### config.mk
export PLATFORM = sky130hd
export DESIGN_NAME = biriscv_issue_hazard
export DESIGN_NICKNAME = d
export VERILOG_FILES = /design/src/rtl/biriscv_issue_hazard_pkg.sv /design/src/rtl/biriscv_issue_fwd_mux.sv /design/src/rtl/biriscv_issue_hazard.sv
export SDC_FILE = /design/constraint.sdc
export NUM_CORES = 1
export LEC_CHECK = 0
export ABC_AREA = 1
export CORE_ASPECT_RATIO = 0.75
export CORE_MARGIN = 2
export CORE_UTILIZATION = 25
export DETAILED_ROUTE_END_ITERATION = 8
export GPL_ROUTABILITY_DRIVEN = 0
export PLACE_DENSITY = 0.63
export SLEW_MARGIN = 15
export SYNTH_ARGS = -nofsm -noshare
export SYNTH_HDL_FRONTEND = slang
export SYNTH_HIERARCHICAL = 1
export SYNTH_SLANG_ARGS = --single-unit
export TNS_END_PERCENT = 100
### constraint.sdc
create_clock -name clk_i -period 2.26 [get_ports clk_i]
set_input_delay 0.452 -clock clk_i [delete_from_list [all_inputs] [get_ports clk_i]]
set_output_delay 0.452 -clock clk_i [all_outputs]
set_load 0.02 [all_outputs]
### src/rtl/biriscv_issue_hazard_pkg.sv
`default_nettype none
// ============================================================================
// Module  : biriscv_issue_hazard_pkg
// Brief   : Shared register-index width and forwarding-select encoding.
// Revision: 1.0
// ============================================================================
package biriscv_issue_hazard_pkg;

  localparam int c_REG_W = 5;

  typedef enum logic [2:0] {
    FWD_ZERO = 3'd0,
    FWD_E1   = 3'd1,
    FWD_E2   = 3'd2,
    FWD_WB   = 3'd3,
    FWD_RF   = 3'd4
  } fwd_sel_e;

endpackage
`default_nettype wire

### src/rtl/biriscv_issue_fwd_mux.sv
`default_nettype none
// ============================================================================
// Module  : biriscv_issue_fwd_mux
// Brief   : Per-source operand bypass select and source-operand hazard.
// Revision: 1.0
// ============================================================================
module biriscv_issue_fwd_mux
  import biriscv_issue_hazard_pkg::*;
#(
  parameter bit SUPPORT_LOAD_BYPASS = 1'b1,
  parameter bit SUPPORT_MUL_BYPASS  = 1'b1
) (
  input  logic [c_REG_W-1:0] rs_i,
  input  logic [31:0]        rf_data_i,
  input  logic               load_e1_i,
  input  logic               mul_e1_i,
  input  logic [c_REG_W-1:0] rd_e1_i,
  input  logic [31:0]        alu_result_e1_i,
  input  logic               load_e2_i,
  input  logic               mul_e2_i,
  input  logic [c_REG_W-1:0] rd_e2_i,
  input  logic [31:0]        result_e2_i,
  input  logic [c_REG_W-1:0] rd_wb_i,
  input  logic [31:0]        result_wb_i,
  input  logic               div_busy_i,
  input  logic [c_REG_W-1:0] div_rd_i,
  output logic [31:0]        value_o,
  output logic               hazard_o
);

  logic     w_nonzero;
  logic     w_hit_e1;
  logic     w_hit_e2;
  logic     w_hit_wb;
  logic     w_e2_ready;
  fwd_sel_e w_sel;

  assign w_nonzero  = (rs_i != '0);
  assign w_hit_e1   = (rs_i == rd_e1_i);
  assign w_hit_e2   = (rs_i == rd_e2_i);
  assign w_hit_wb   = (rs_i == rd_wb_i);
  // E2 result is only usable early if this build bypasses its producer class
  assign w_e2_ready = (SUPPORT_LOAD_BYPASS | ~load_e2_i) &
                      (SUPPORT_MUL_BYPASS  | ~mul_e2_i);

  always_comb begin
    w_sel = FWD_RF;
    if (!w_nonzero)
      w_sel = FWD_ZERO;
    else if (w_hit_e1 & ~load_e1_i & ~mul_e1_i)
      w_sel = FWD_E1;
    else if (w_hit_e2 & w_e2_ready)
      w_sel = FWD_E2;
    else if (w_hit_wb)
      w_sel = FWD_WB;
  end

  always_comb begin
    value_o = rf_data_i;
    case (w_sel)
      FWD_ZERO: value_o = 32'd0;
      FWD_E1:   value_o = alu_result_e1_i;
      FWD_E2:   value_o = result_e2_i;
      FWD_WB:   value_o = result_wb_i;
      default:  value_o = rf_data_i;
    endcase
  end

  assign hazard_o = w_nonzero & (
                      (w_hit_e1 & (load_e1_i | mul_e1_i)) |
                      (w_hit_e2 & ~w_e2_ready) |
                      (div_busy_i & (rs_i == div_rd_i)));

endmodule
`default_nettype wire

### src/rtl/biriscv_issue_hazard.sv
`default_nettype none
// ============================================================================
// Module  : biriscv_issue_hazard
// Brief   : Issue hazard detection, operand bypass, divide scoreboard and
//           saturating hazard-cycle counter.
// Revision: 1.0
// ============================================================================
module biriscv_issue_hazard
  import biriscv_issue_hazard_pkg::*;
#(
  parameter bit SUPPORT_LOAD_BYPASS = 1'b1,
  parameter bit SUPPORT_MUL_BYPASS  = 1'b1
) (
  input  logic               clk_i,
  input  logic               rst_i,
  input  logic               issue_valid_i,
  input  logic               issue_stall_i,
  input  logic               issue_div_i,
  input  logic               issue_rd_valid_i,
  input  logic [c_REG_W-1:0] issue_rd_i,
  input  logic [c_REG_W-1:0] issue_rs1_i,
  input  logic [c_REG_W-1:0] issue_rs2_i,
  input  logic [31:0]        rf_ra_i,
  input  logic [31:0]        rf_rb_i,
  input  logic               take_interrupt_i,
  input  logic               load_e1_i,
  input  logic               mul_e1_i,
  input  logic [c_REG_W-1:0] rd_e1_i,
  input  logic [31:0]        alu_result_e1_i,
  input  logic               load_e2_i,
  input  logic               mul_e2_i,
  input  logic [c_REG_W-1:0] rd_e2_i,
  input  logic [31:0]        result_e2_i,
  input  logic [c_REG_W-1:0] rd_wb_i,
  input  logic [31:0]        result_wb_i,
  input  logic               div_complete_i,
  input  logic               squash_e1_e2_i,
  input  logic               perf_clr_i,
  output logic               issue_hazard_o,
  output logic [31:0]        operand_ra_o,
  output logic [31:0]        operand_rb_o,
  output logic               div_busy_o,
  output logic [31:0]        hazard_cycles_o
);

  logic               r_div_busy;
  logic [c_REG_W-1:0] r_div_rd;
  logic [31:0]        r_hazard_cycles;
  logic               w_haz_ra;
  logic               w_haz_rb;
  logic               w_hazard;
  logic               w_issue_fire;

  biriscv_issue_fwd_mux #(
    .SUPPORT_LOAD_BYPASS (SUPPORT_LOAD_BYPASS),
    .SUPPORT_MUL_BYPASS  (SUPPORT_MUL_BYPASS)
  ) u_fwd_ra (
    .rs_i            (issue_rs1_i),
    .rf_data_i       (rf_ra_i),
    .load_e1_i       (load_e1_i),
    .mul_e1_i        (mul_e1_i),
    .rd_e1_i         (rd_e1_i),
    .alu_result_e1_i (alu_result_e1_i),
    .load_e2_i       (load_e2_i),
    .mul_e2_i        (mul_e2_i),
    .rd_e2_i         (rd_e2_i),
    .result_e2_i     (result_e2_i),
    .rd_wb_i         (rd_wb_i),
    .result_wb_i     (result_wb_i),
    .div_busy_i      (r_div_busy),
    .div_rd_i        (r_div_rd),
    .value_o         (operand_ra_o),
    .hazard_o        (w_haz_ra)
  );

  biriscv_issue_fwd_mux #(
    .SUPPORT_LOAD_BYPASS (SUPPORT_LOAD_BYPASS),
    .SUPPORT_MUL_BYPASS  (SUPPORT_MUL_BYPASS)
  ) u_fwd_rb (
    .rs_i            (issue_rs2_i),
    .rf_data_i       (rf_rb_i),
    .load_e1_i       (load_e1_i),
    .mul_e1_i        (mul_e1_i),
    .rd_e1_i         (rd_e1_i),
    .alu_result_e1_i (alu_result_e1_i),
    .load_e2_i       (load_e2_i),
    .mul_e2_i        (mul_e2_i),
    .rd_e2_i         (rd_e2_i),
    .result_e2_i     (result_e2_i),
    .rd_wb_i         (rd_wb_i),
    .result_wb_i     (result_wb_i),
    .div_busy_i      (r_div_busy),
    .div_rd_i        (r_div_rd),
    .value_o         (operand_rb_o),
    .hazard_o        (w_haz_rb)
  );

  // Single divider: a second divide, or a write racing the pending one, must wait
  assign w_hazard = issue_valid_i & (
                      w_haz_ra | w_haz_rb |
                      (issue_div_i & r_div_busy) |
                      (issue_rd_valid_i & r_div_busy & (issue_rd_i == r_div_rd)));

  assign w_issue_fire = issue_valid_i & ~w_hazard & ~issue_stall_i;

  always_ff @(posedge clk_i) begin
    if (rst_i) begin
      r_div_busy <= 1'b0;
      r_div_rd   <= '0;
    end else if (squash_e1_e2_i || div_complete_i) begin
      r_div_busy <= 1'b0;
    end else if (w_issue_fire && issue_div_i && !take_interrupt_i) begin
      r_div_busy <= 1'b1;
      r_div_rd   <= issue_rd_valid_i ? issue_rd_i : '0;
    end
  end

  always_ff @(posedge clk_i) begin
    if (rst_i)
      r_hazard_cycles <= 32'd0;
    else if (perf_clr_i)
      r_hazard_cycles <= 32'd0;
    else if (w_hazard && (r_hazard_cycles != 32'hFFFF_FFFF))
      r_hazard_cycles <= r_hazard_cycles + 32'd1;
  end

  assign issue_hazard_o  = w_hazard;
  assign div_busy_o      = r_div_busy;
  assign hazard_cycles_o = r_hazard_cycles;

endmodule
`default_nettype wire
After elaboration in Yosys (flattened, before gate mapping) --
Cells that the tools add are included.
Word-level totals: word-level logic and storage cells 70, flip-flop bits (word level) 38
Cells by class: reduce and logical (&&, ||, !) cells 12, bitwise logic cells 27, equality and inequality tests 16, $add $sub $neg 1, multiplexer cells 11
Operators by type and width (count):
- 32-bit one-hot mux with 4 select lines | 2
- 5-bit equality test | 9
- 32-bit by 1-bit adder with 32-bit output (second input constant) | 1
- 32-bit inequality test (second input constant) | 1
- 3-bit two-way mux | 8
- 1-bit bitwise AND | 16
- 3-bit by 2-bit equality test with 1-bit output (second input constant) | 4
- 5-bit nonzero test | 2
- 3-bit by 1-bit equality test with 1-bit output (second input constant) | 2
- 3-bit zero test | 2
- 1-bit bitwise OR | 6
- 5-bit two-way mux | 1
- 1-bit inverter | 5
- 2-bit OR reduction | 2
- 1-bit logical AND | 3
- 2-bit AND reduction | 1
- 1-bit zero test | 1
- 1-bit logical OR | 1

Depth between registers and ports, before layout --
depth in word-level cells 14, mapped depth 14

Cells and area by module --
Netlist, hierarchy kept.
By module, submodules not included:
- biriscv_issue_fwd_mux | area an instance 1592.8 sq um, cells an instance 269, times used 2
- biriscv_issue_hazard | area an instance 2740.1 sq um, cells an instance 438, times used 1

Worst setup path after synthesis --
OpenSTA, ideal clock, no wires.
kind input to output, from input rd_e1_i[4], to output issue_hazard_o, arrival 1.659 ns, required time 1.808 ns, slack 0.149 ns, stages 8, path buffers 1, cells stage by stage xnor2_1 o2111ai_1 a21oi_1 nor2_1 o21ai_0 inv_1 a21oi_2 buf_2
Between the ends: cells in the longest elaborated chain, start to end 8, elaborated cells between the ends (all ways) 12, those cells by class eq/ne: 2; bitwise: 10
RTL lines:
- start, declared | line biriscv_issue_hazard.sv:28 | input logic [c_REG_W-1:0] rd_e1_i,
- 5-bit equality test | line biriscv_issue_fwd_mux.sv:39 | assign w_hit_e1 = (rs_i == rd_e1_i);
- 1-bit bitwise AND | line biriscv_issue_fwd_mux.sv:70 | (w_hit_e1 & (load_e1_i | mul_e1_i)) |
- 1-bit bitwise OR | line biriscv_issue_fwd_mux.sv:71 | (w_hit_e2 & ~w_e2_ready) |
- 1-bit bitwise AND | line biriscv_issue_fwd_mux.sv:69 | assign hazard_o = w_nonzero & (
- named net w_haz_rb | line biriscv_issue_hazard.sv:50 | logic w_haz_rb;
- 1-bit bitwise OR (2 in series) | line biriscv_issue_hazard.sv:100 | w_haz_ra | w_haz_rb |
- 1-bit bitwise OR | line biriscv_issue_hazard.sv:101 | (issue_div_i & r_div_busy) |
- 1-bit bitwise AND | line biriscv_issue_hazard.sv:99 | assign w_hazard = issue_valid_i & (
- end, declared | line biriscv_issue_hazard.sv:39 | output logic issue_hazard_o,
The timed path passes the listed nets, and every way through them passes these cells.

Worst setup path after layout --
from input issue_rs2_i[1], to output operand_rb_o[26]
Between the ends: cells in the longest elaborated chain, start to end 7, elaborated cells between the ends (all ways) 15, those cells by class eq/ne: 6; mux: 5; bitwise: 2; reduce/logical: 2
RTL lines:
- start, declared | line biriscv_issue_hazard.sv:22 | input logic [c_REG_W-1:0] issue_rs2_i,
- 5-bit equality test, on equally long branches | line biriscv_issue_fwd_mux.sv:41, biriscv_issue_fwd_mux.sv:39
- 3-bit two-way mux or 1-bit bitwise AND (tied branches) | line biriscv_issue_fwd_mux.sv:54, biriscv_issue_fwd_mux.sv:50
- 3-bit two-way mux or 1-bit bitwise AND (tied branches) | line biriscv_issue_fwd_mux.sv:52, biriscv_issue_fwd_mux.sv:50
- 3-bit two-way mux | line biriscv_issue_fwd_mux.sv:50 | else if (w_hit_e1 & ~load_e1_i & ~mul_e1_i)
- 3-bit two-way mux * | line biriscv_issue_fwd_mux.sv:48 | if (!w_nonzero)
- 3-bit by 2-bit equality test with 1-bit output, or another cell as far along | line biriscv_issue_fwd_mux.sv:60 | case (w_sel)
- 32-bit one-hot mux with 4 select lines * | line biriscv_issue_fwd_mux.sv:60
- end, declared | line biriscv_issue_hazard.sv:41 | output logic [31:0] operand_rb_o,
Every way passes the cells marked *; elsewhere a longest branch is shown, timed or not.

==> results.tsv <==
metric	value	unit
chip width	182	microns
Finished Layout Cells	1652	
DRC	0	
maximum number of pins on one net before global-route repair	61	
RSZ-0062 raised after global routing	yes	
post-DR wirelength/cell	21.0	microns
cells along the critical path	buf_8 > xnor2_2 > nand2_1 > nor2_4 > buf_6 > nor2_4 > buf_12 > buf_12 > nand4_1 > nand4_1 > buf_6	
worst slew pin tran	0.470	ns
initial antenna violation count	4	
Clk pin slew, worst setup/hold paths	0.06	ns
setup slack after layout	-0.122	ns
failing checks	negative setup slack	
slew margin rel.	68.6	%
Leakage Power	4.50	nW
commonest cells after routing, fill and taps aside	nand4_1, nand2_1, clkdlybuf4s50_1	
arrival time worst endpoint	1.93	ns
Post-synth EDFFs	0	
placed cell count	1593	
max frequency	420	MHz
Period minus WS final	2.38	ns
Routed WL	34700	microns
WHS	0.527	ns
IO buf count	299	
syn nets	1181	
max_cap viols	0	
Worst IR Drop VDD	0.252	mV
Final nets	1554	
Sw Pwr	1.08	mW
status	complete, but fails checks	
power share of the combinational group	55.2	%
Boundary Pins	302	
Clk pwr share	22.6	%
post-synthesis cell count	976	
critical path peak fanout	6	
Syn Std Cell Area	5930	sq um
Routed Antenna Nets	0	
total clock sinks	38	
post-DP HPWL	23900	microns
First-pass DRT Iterations	5	
crit share post-route	105	%
share of cells above drive strength 1	31.7	%
Max Slew Vio Count	0	
Fill cells	2172	
Core Footprint	23100	sq um
Hold Crit Class	register to register	
overflow left after global routing	0	
die height	137	microns
drt via density	5.65	
vias in the first global route	8115	
Initial Util	25.6	%
DRT iter0 DRCs	1123	
H-tree depth	2	
clock latency on the worst-skew pair	0.28	ns
Overall Power	3.02	mW
area of the die	25000	sq um
Worst Clk Skew	0.00679	ns
FF+latch count, synth	38	
commonest non-fill, non-tap cell in the layout	nand4_1	
fin area	11500	sq um
Final Hold Fails	0	
family with the most delay on the worst path	buffers and inverters	
Setup Crit Path Kind	primary input to output pin	
Synthesis Warnings	6	
critical path's slowest cell	nand4_1	
top_reg_cell synth	dfxtp_1	
clock root cell	clkbuf_16	
CP Buf/Inv Count	5	
first-pass GRT wire length	47900	microns
Sw Share	35.8	%
sequential fraction of the synthesis area	12.8	%
Worst EP required	1.81	ns
Worst setup SP type	primary input	
CTS Buffer Depth	2	
Final setup viols	54	
Area Growth Syn to Fin	94.0	%
GRT Total Usage	24.4	%
CTS Buf Count	5	
CTS tree	done	
endpoint class of the critical path	output pin	
dpl cell area	9800	sq um
Synth Area per Inst	6.07	sq um
Internal Power	1.94	mW
Rows	48	
FFs w/ async S/R, synth	0	%
Seq pwr share	22.2	%
count of different cell masters after synthesis	37	
Largest stage delay, worst path	0.21	ns
vias	9332	
pwr/cell area	263	nW/um^2
worst reg2reg max path, stage by stage, from the launching register on:
cell and delay, ns:
dfxtp_1 0.41, ha_1 0.23, nand3_2 0.17, clkinv_2 0.15
nand2_4 0.08, nor2_4 0.16, nand3_4 0.19, nand3_4 0.18
buf_12 0.17, nand2_1 0.07, a21oi_1 0.16
cells in the mapped netlist, types with 16 or more instances:
cell type  number  area (sq um)
dfxtp_1        38           761
nand4_1       261          1630
inv_1          48           180
nand3_1        33           165
clkbuf_1       18          67.6
a21oi_1        16          80.1
nand2_2        41           257
buf_2          33           165
nand3b_1       16           120
nor2_1         75           282
a21oi_2        20           175
nand2_1       254           953
metrics by stage:
step                setup slack [ns]  setup TNS [ns]  util [%]
detailed placement             -1.04          -82.32      42.4
floorplan                      0.149               0         -
CTS                          -0.0928           -2.62      46.5
global route                  -0.153           -5.86      49.7
finish                        -0.122           -2.74      49.7
global placement               -1.06          -81.92      42.4
repair_timing:
action,CTS,global route
cloned,15,9
gates resized for setup,548,170
pin swaps,64,88
setup endpoints to repair,102,68
buffers inserted,18,14
hold buffers,0,0
layer usage:
metal / global-route usage, % / vias up / wire length, microns
met2: 36.3 / 614 / 14900
met1: 34.5 / 4335 / 14200
met5: 0 / - / 26
li1: - / 4265 / -
met4: 7.77 / 4 / 1390
met3: 5.95 / 114 / 4190
logic make-up after synthesis:
group                    count (synthesis)  share of synthesized area, %
AND/OR/NAND/NOR                        721                          65.1
buffers and inverters                  141                          12.5
AO/OA/AOI/OAI                           52                          6.00
flip-flops                              38                          12.8
XOR/XNOR                                23                          3.40
adder cells (fa/ha/maj)                  1                         0.211
power groups by stage:
stage | logic [mW] | registers [mW] | clock network [mW]
floorplan | 0.529 | 0.689 | 0
global placement | 1.37 | 0.688 | 0
detailed placement | 1.37 | 0.688 | 0
CTS | 1.48 | 0.673 | 0.692
global route | 1.73 | 0.671 | 0.721
finish | 1.67 | 0.671 | 0.682
registers in the layout, indices dropped and copies added (netlist names):
signal,flops
r_div_rd,5
hazard_cycles_o,32
div_busy_o,1
worst paths after layout:
path	depth (start not counted)	endpoint	slack [ns]	start
max	11	operand_rb_o[26]	-0.12	issue_rs2_i[1]
min	2	hazard_cycles_o[6]	0.53	hazard_cycles_o[6]
max reg2reg	10	hazard_cycles_o[2]	0.19	hazard_cycles_o[1]
min reg2reg	2	hazard_cycles_o[6]	0.53	hazard_cycles_o[6]
layout make-up:
cell class	count	area (sq um)	share of cell area, %
diodes	3	7.51	0.0653
clock inverters	2	10.0	0.0871
multi-input cells	797	4830	42.0
repair buffers	444	5120	44.5
clock buffers	5	125	1.09
inverters	63	265	2.31
well taps	300	375	3.26
flip-flops and latches	38	772	6.71
Note: power is estimated with default switching activity, not from simulation.
